[src/rtl/cpu_ls_pkg.sv]
// Shared definitions for the cpu_ls multicycle load/store CPU:
// sizes, instruction field positions, opcodes and FSM state encoding.
package cpu_ls_pkg;

   localparam int NREG      = 4;
   localparam int RAM_DEPTH = 256;
   localparam int DW        = 16;

   localparam int OP_HI  = 15;
   localparam int OP_LO  = 12;
   localparam int RD_HI  = 11;
   localparam int RD_LO  = 10;
   localparam int IMM_HI = 7;
   localparam int IMM_LO = 0;

   localparam logic [3:0] OP_MOV = 4'b0000;
   localparam logic [3:0] OP_ADD = 4'b0010;
   localparam logic [3:0] OP_SUB = 4'b0100;
   localparam logic [3:0] OP_AND = 4'b0110;
   localparam logic [3:0] OP_OR  = 4'b1000;
   localparam logic [3:0] OP_JMP = 4'b1100;
   localparam logic [3:0] OP_ST  = 4'b1101;
   localparam logic [3:0] OP_LD  = 4'b1110;

   typedef enum logic {
      S_FETCH = 1'b0,
      S_EXEC  = 1'b1
   } state_t;

   function automatic logic [DW-1:0] sext8(input logic [7:0] v);
      return {{(DW-8){v[7]}}, v};
   endfunction

endpackage

[src/rtl/cpu_ls_alu.sv]
// Combinational ALU: computes the register result for MOV/ADD/SUB/AND/OR.
// Any other opcode passes the current rd value through unchanged.
module cpu_ls_alu
   import cpu_ls_pkg::*;
(
   input  logic [3:0]    op,
   input  logic [DW-1:0] rd_val,
   input  logic [DW-1:0] imm,
   output logic [DW-1:0] result
);

   always_comb begin
      result = rd_val;
      case (op)
         OP_MOV:  result = imm;
         OP_ADD:  result = rd_val + imm;
         OP_SUB:  result = rd_val - imm;
         OP_AND:  result = rd_val & imm;
         OP_OR:   result = rd_val | imm;
         default: result = rd_val;
      endcase
   end

endmodule

[src/rtl/cpu_ls.sv]
// Two-step (FETCH/EXEC) 16-bit CPU with 4 registers and a 256-word data RAM.
// Instructions arrive on ins; the low byte of the last register write drives led.
module cpu_ls
   import cpu_ls_pkg::*;
(
   input  logic          clk,
   input  logic          rst,
   input  logic          en_in,
   input  logic          en2,
   input  logic [15:0]   ins,
   output logic [7:0]    led,
   output logic [15:0]   pc_out
);

   state_t        state_q, state_d;
   logic [15:0]   ir_q, ir_d;
   logic [DW-1:0] pc_q, pc_d;
   logic [7:0]    led_q, led_d;
   logic [DW-1:0] regs_q [NREG];
   logic [DW-1:0] regs_d [NREG];
   logic [DW-1:0] ram_q  [RAM_DEPTH];

   logic          step;
   logic [3:0]    op;
   logic [1:0]    rd;
   logic [7:0]    imm8;
   logic [DW-1:0] rd_val;
   logic [DW-1:0] alu_res;
   logic [DW-1:0] wb_val;
   logic          wb_en;
   logic          ram_we;
   logic          unused_ir_bits;

   assign step   = en_in & en2;
   assign op     = ir_q[OP_HI:OP_LO];
   assign rd     = ir_q[RD_HI:RD_LO];
   assign imm8   = ir_q[IMM_HI:IMM_LO];
   assign rd_val = regs_q[rd];
   assign unused_ir_bits = ^ir_q[9:8];

   cpu_ls_alu u_alu (
      .op     (op),
      .rd_val (rd_val),
      .imm    ({8'h00, imm8}),
      .result (alu_res)
   );

   // LD bypasses the ALU and takes the asynchronous RAM read instead
   assign wb_val = (op == OP_LD) ? ram_q[imm8] : alu_res;
   assign wb_en  = (op == OP_MOV) || (op == OP_ADD) || (op == OP_SUB) ||
                   (op == OP_AND) || (op == OP_OR)  || (op == OP_LD);
   assign ram_we = step && (state_q == S_EXEC) && (op == OP_ST);

   always_comb begin
      state_d = state_q;
      ir_d    = ir_q;
      pc_d    = pc_q;
      led_d   = led_q;
      regs_d  = regs_q;
      if (step) begin
         case (state_q)
            S_FETCH: begin
               ir_d    = ins;
               state_d = S_EXEC;
            end
            default: begin
               state_d = S_FETCH;
               pc_d    = (op == OP_JMP) ? pc_q + sext8(imm8) : pc_q + 16'd1;
               if (wb_en) begin
                  regs_d[rd] = wb_val;
                  led_d      = wb_val[7:0];
               end
            end
         endcase
      end
   end

   always_ff @(posedge clk or negedge rst) begin
      if (!rst) begin
         state_q <= S_FETCH;
         ir_q    <= '0;
         pc_q    <= '0;
         led_q   <= '0;
         for (int i = 0; i < NREG; i++) regs_q[i] <= '0;
      end else begin
         state_q <= state_d;
         ir_q    <= ir_d;
         pc_q    <= pc_d;
         led_q   <= led_d;
         regs_q  <= regs_d;
      end
   end

   // RAM has no reset so its contents survive a CPU reset
   always_ff @(posedge clk) begin
      if (ram_we) ram_q[imm8] <= rd_val;
   end

   assign led    = led_q;
   assign pc_out = pc_q;

endmodule

[config.mk]
export PLATFORM = sky130hd
export DESIGN_NAME = cpu_ls
export DESIGN_NICKNAME = d
export VERILOG_FILES = /design/src/rtl/cpu_ls_pkg.sv /design/src/rtl/cpu_ls_alu.sv /design/src/rtl/cpu_ls.sv
export SDC_FILE = /design/constraint.sdc
export NUM_CORES = 2
export LEC_CHECK = 0
export BUFFER_PORTS_ARGS = -buffer_cell sky130_fd_sc_hd__buf_2
export CORE_ASPECT_RATIO = 1.25
export CORE_MARGIN = 1.5
export CORE_UTILIZATION = 50
export CTS_BUF_LIST = sky130_fd_sc_hd__clkbuf_4
export DETAILED_ROUTE_END_ITERATION = 12
export PLACE_DENSITY = 0.76
export SLEW_MARGIN = 20
export SYNTH_ARGS = -nofsm -noshare
export SYNTH_HDL_FRONTEND = slang
export SYNTH_HIERARCHICAL = 1
export SYNTH_SLANG_ARGS = --single-unit
[constraint.sdc]
create_clock -name clk -period 11.65 [get_ports clk]
set_input_delay 0 -clock clk [delete_from_list [all_inputs] [get_ports clk]]
set_output_delay 0 -clock clk [all_outputs]
set_load 0.01 [all_outputs]
Yosys cells after proc, flatten, opt, wreduce, memory -nomap -nowiden
Memory sizes are Yosys's and may differ from the RTL's.
Index checks and enable logic that the tools add are counted.
- register bits: 105
- RAM bits: 4096
- logic and storage cells: 51
- memories kept: 1
- $add $sub $neg: 4
- $lt $le $gt $ge: 2
- equal/unequal tests: 7
- mux-type cells: 12
- bitwise logic cells: 5
- reduce and logical (&&, ||, !) cells: 12
- memory list (name ; depth ; width ; rd ports ; clocked after memory_dff ; write ports ; line ; source):
    ram_q ; 256 ; 16 ; 1 ; 0 ; 1 ; cpu_ls.sv:21 ; logic [DW-1:0] ram_q [RAM_DEPTH];
- operator list (operator ; count):
    $mux 16 ; 5
    $pmux 16 s5 ; 1
    $bwmux 64 ; 1
    $bmux 16 s2 ; 1
    $demux 16 s2 ; 1
    $add 16x1->16 const B ; 1
    $add 16x16->16 ; 1
    $add 16x8->16 ; 1
    $and 16x8->16 ; 1
    $eq 4x4->1 const B ; 4
    $or 16x8->16 ; 1
    $sub 16x8->16 ; 1
    $eq 4x3->1 const B ; 2
    $logic_or 1x1->1 ; 5
    $eq 4x2->1 const B ; 1
    $logic_not 4->1 ; 1
    $reduce_and 2->1 ; 2
    $ge 3x3->1 const B ; 1
    $logic_and 1x1->1 ; 3
    $lt 3x1->1 const B ; 1
    $mux 1 ; 3
    $not 2->3 ; 1
    $reduce_and 3->1 ; 1
    $and 1x1->1 ; 1
    $not 1->1 ; 1

Depth between registers and ports, before layout
- depth in word-level cells: 8
- mapped depth: 17

Modules after synthesis
The synthesis kept the hierarchy.
- modules (own cells, without submodules) (module ; times used ; cells each ; area an instance (um^2) ; sequential area each (um^2)):
    cpu_ls ; 1 ; 7332 ; 161294.7 ; 125575.4
    cpu_ls_alu ; 1 ; 250 ; 1609.0 ; 0.0

Worst setup path after synthesis
OpenSTA, ideal clock, no wires.
- path type: flip-flop to flip-flop
- start point: register ir_q[10]
- end point: register regs_q[10] in the netlist's numbering
- arrival time: 5.027 ns
- data required time: 11.555 ns
- path slack: 6.527 ns
- cell stages (with the launch flop): 14
- period minus slack after synthesis: 5.123 ns
- path through: dfrtp_1 buf_1 mux4_2 inv_1 ha_1 fa_1 nor2b_1 o31a_1 o21a_1 a21oi_1 xor2_1 o21ai_0 nor2_1 o31ai_1
- word-level cells in the longest chain between the ends: 8
- RTL lines (what ; line ; source):
    start, declared ; cpu_ls.sv:16 ; logic [15:0] ir_q, ir_d;
    start signal, assigned ; cpu_ls.sv:87 ; ir_q <= ir_d;
    $not 2->3 (implied by the code) * ; cpu_ls.sv:38 ; assign rd_val = regs_q[rd];
    $bmux 16 s2 * ; cpu_ls.sv:38 ;
    $mux 16 (implied by the code) * (2 in series) ; cpu_ls.sv:38 ;
    net rd_val[0] ; cpu_ls.sv:27 ; logic [DW-1:0] rd_val;
    $sub 16x8->16 / $add 16x8->16 (equally long branches) ; cpu_ls_alu.sv:17, cpu_ls_alu.sv:16 ;
    $pmux 16 s5 * ; cpu_ls_alu.sv:14 ; case (op)
    net alu_res[10] ; cpu_ls.sv:28 ; logic [DW-1:0] alu_res;
    $mux 16 * ; cpu_ls.sv:49 ; assign wb_val = (op == OP_LD) ? ram_q[imm8] : alu_res;
    $bwmux 64 * ; cpu_ls.sv:70 ; regs_d[rd] = wb_val;
    end signal, assigned ; cpu_ls.sv:90 ; regs_q <= regs_d;
    end, declared ; cpu_ls.sv:19 ; logic [DW-1:0] regs_q [NREG];
The timed path passes the listed nets; every way through them passes the cells marked *. The select of a mux whose other input is x is not followed.
A chain may end at the register's enable or synchronous reset.

Worst setup path after layout
- start point: register ir_q[0]
- end point: register regs_q[5] in the netlist's numbering
- word-level cells in the longest chain between the ends: 4
- RTL lines (what ; line):
    $sub 16x8->16 / $add 16x8->16 (equally long branches) ; cpu_ls_alu.sv:17, cpu_ls_alu.sv:16
    $pmux 16 s5 ; cpu_ls_alu.sv:14
    $mux 16 * ; cpu_ls.sv:49
    $bwmux 64 * ; cpu_ls.sv:70
Every way passes the cells marked *; elsewhere a longest branch is shown, timed or not.

==> flow_metrics.env <==
export IMPL_status="completed"
export IMPL_area_growth_pct=8.60
export IMPL_critPathMaxFanout=78
export IMPL_r2r_start="ir_q[0]"
export IMPL_postCtsSetupBuffers=0
export IMPL_fin_worst_skew_ns=0.0937
export IMPL_numCtsBuffers=453
export IMPL_mostFrequentLayoutCell="edfxtp_1"
export IMPL_max_freq_ghz=0.181
export IMPL_vias=43300
export IMPL_cpPeakStageDelay_ns=0.77
export IMPL_drc=0
export IMPL_clock_latency_ns=1.37
export IMPL_grt_use_total_pct=22.7
export IMPL_final_cell_mix="2048 x edfxtp_1, 634 x clkbuf_4, 466 x mux4_2"
export IMPL_path_common_cell="mux4_2"
export IMPL_grt_antenna_before_repair=5
export IMPL_syn_instance_count=4288
export IMPL_hold_buffers=52
export IMPL_grt_pass1_vias=43800
export IMPL_hold_path_class="input pin to async pin"
export IMPL_drtAntennaViolNets=0
export IMPL_pin_count=44
export IMPL_gp_congestion=0.852
export IMPL_cp_top_family="multiplexers"
export IMPL_syn_area_um2=84400
export IMPL_wirelength_um=195000
export IMPL_wl_met1_um=69200
export IMPL_dp_slack_ns=6.18
export IMPL_place_port_buffers=41
export IMPL_fin_nets=4515
export IMPL_cp_num_buf_inv=2
export IMPL_wl_met3_um=18300
export IMPL_cts_resized=0
export IMPL_htreeDepth=5
export IMPL_ys_warn_count=6
export IMPL_synth_fp_nets=4328
export IMPL_slew_viol_final=0
export IMPL_slowest_stage="buf_4"
export IMPL_met2WireLength_um=98700
export IMPL_fin_crit_sh_pct=47.4
export IMPL_initial_core_util_pct=50.3
export IMPL_end_kind="flop"
export IMPL_hold_viol_final=0
export IMPL_grt_ovfl_total=0
export IMPL_leakage_nw=29.6
export IMPL_timing_hold_ws_ns=0.425
export IMPL_start_kind="flop"
export IMPL_crit_chain="buf_12 > buf_4 > mux4_2 > mux4_2 > mux2i_1 > a22oi_1 > nand3_1 > nor4b_2 > o31ai_1"
export IMPL_cts_root_buffer="clkbuf_4"
export IMPL_setup_tns_ns=0
export IMPL_wl_per_cell_um=27.8
export IMPL_clk_pin_slew_ns=0.08
export IMPL_rows=168
export IMPL_clock_sinks=2119
export IMPL_rsz0062_at_grt="false"
export IMPL_die_area_um2=171000
export IMPL_die_height_um=462
export IMPL_coreArea_um2=168000
export IMPL_tightest_slew_ns=1.26
export IMPL_irDropWorstVdd_uv=139
export IMPL_syn_area_per_cell_um2=19.7
export IMPL_firstDrtPassIters=6
export IMPL_highest_layer="met5"
export IMPL_power_w=0.0194
export IMPL_crit_type="flop to flop"
export IMPL_post_dp_hpwl_um=115000
export IMPL_die_w_um=371
export IMPL_maxCapViolations=0
export IMPL_power_density_nw_per_um2=211
export IMPL_clockBufferDepth=4
export IMPL_min_period_ns=5.52
export IMPL_grt_pass1_wl_um=285000
export IMPL_setup_ws_ns=6.13
export IMPL_grt_max_degree=118
export IMPL_slew_headroom_pct=15.8
export IMPL_cts_tree="yes"
export IMPL_drive_gt1_share_pct=27.6
export IMPL_routed_via_density=6.18
export IMPL_required_ns=12.78
export IMPL_arrival_ns=6.65
export IMPL_drt_initial_drc_count=5280
export IMPL_critPathLaunch="ir_q[0]"
export IMPL_finalSetupViolCount=0
## stage by stage
step | instance area [um2] | util, % | cells
2_1_floorplan | 84400 | - | 4288
5_1_grt | 91700 | 54.7 | 7014
4_1_cts | 91600 | 54.6 | 7004
6_report | 91700 | 54.7 | 7015
3_5_place_dp | 85700 | 51.1 | 6172
3_3_place_gp | 85600 | 51.1 | 6171
## report_power, final
group          switching [W]  internal [W]  total (W)
logic                0.00305       0.00152    0.00457
clock network        0.00271       0.00253    0.00524
registers           0.000164       0.00941    0.00957
total                0.00592        0.0135     0.0194
## tightest hold or removal path, stage by stage
cell and delay (ns):
dlygate4sd3_1 0.52, dlygate4sd3_1 0.53, buf_2 0.09, dlygate4sd3_1 0.54
buf_4 0.15, buf_16 0.32
## flip-flops by register name (all words and copies together) (netlist names)
name,cells
ram_q,2048
regs_q,32
pc_out,16
ir_q,14
led,8
state_q,1
## path summary, 6_finish.rpt
check,to,slack [ns],depth (start not counted)
setup / recovery,regs_q[5],6.13,9
hold / removal,ir_q[13],0.42,6
setup reg to reg,regs_q[5],6.13,9
hold reg to reg,pc_out[15],0.47,1
max in group asynchronous,regs_q[18],10.89,6
min in group clk,pc_out[15],0.47,1
## per-layer routing
metal  vias up  GRT usage (%)
met4         4           10.6
met1     22300           28.9
li1      18000              -
met3       438           4.77
met2      2579           37.3
met5         -              0
## cell type report
class	instances	area [um2]
inverters	12	45.0
clock inverters	146	623
flip-flops and latches	2119	63300
repair buffers	174	1490
clock buffers	634	4760
diodes	5	12.5
multi-input cells	1715	18700
well taps	2210	2770
fillers	12500	76000
(Power assumes the default switching activity.)
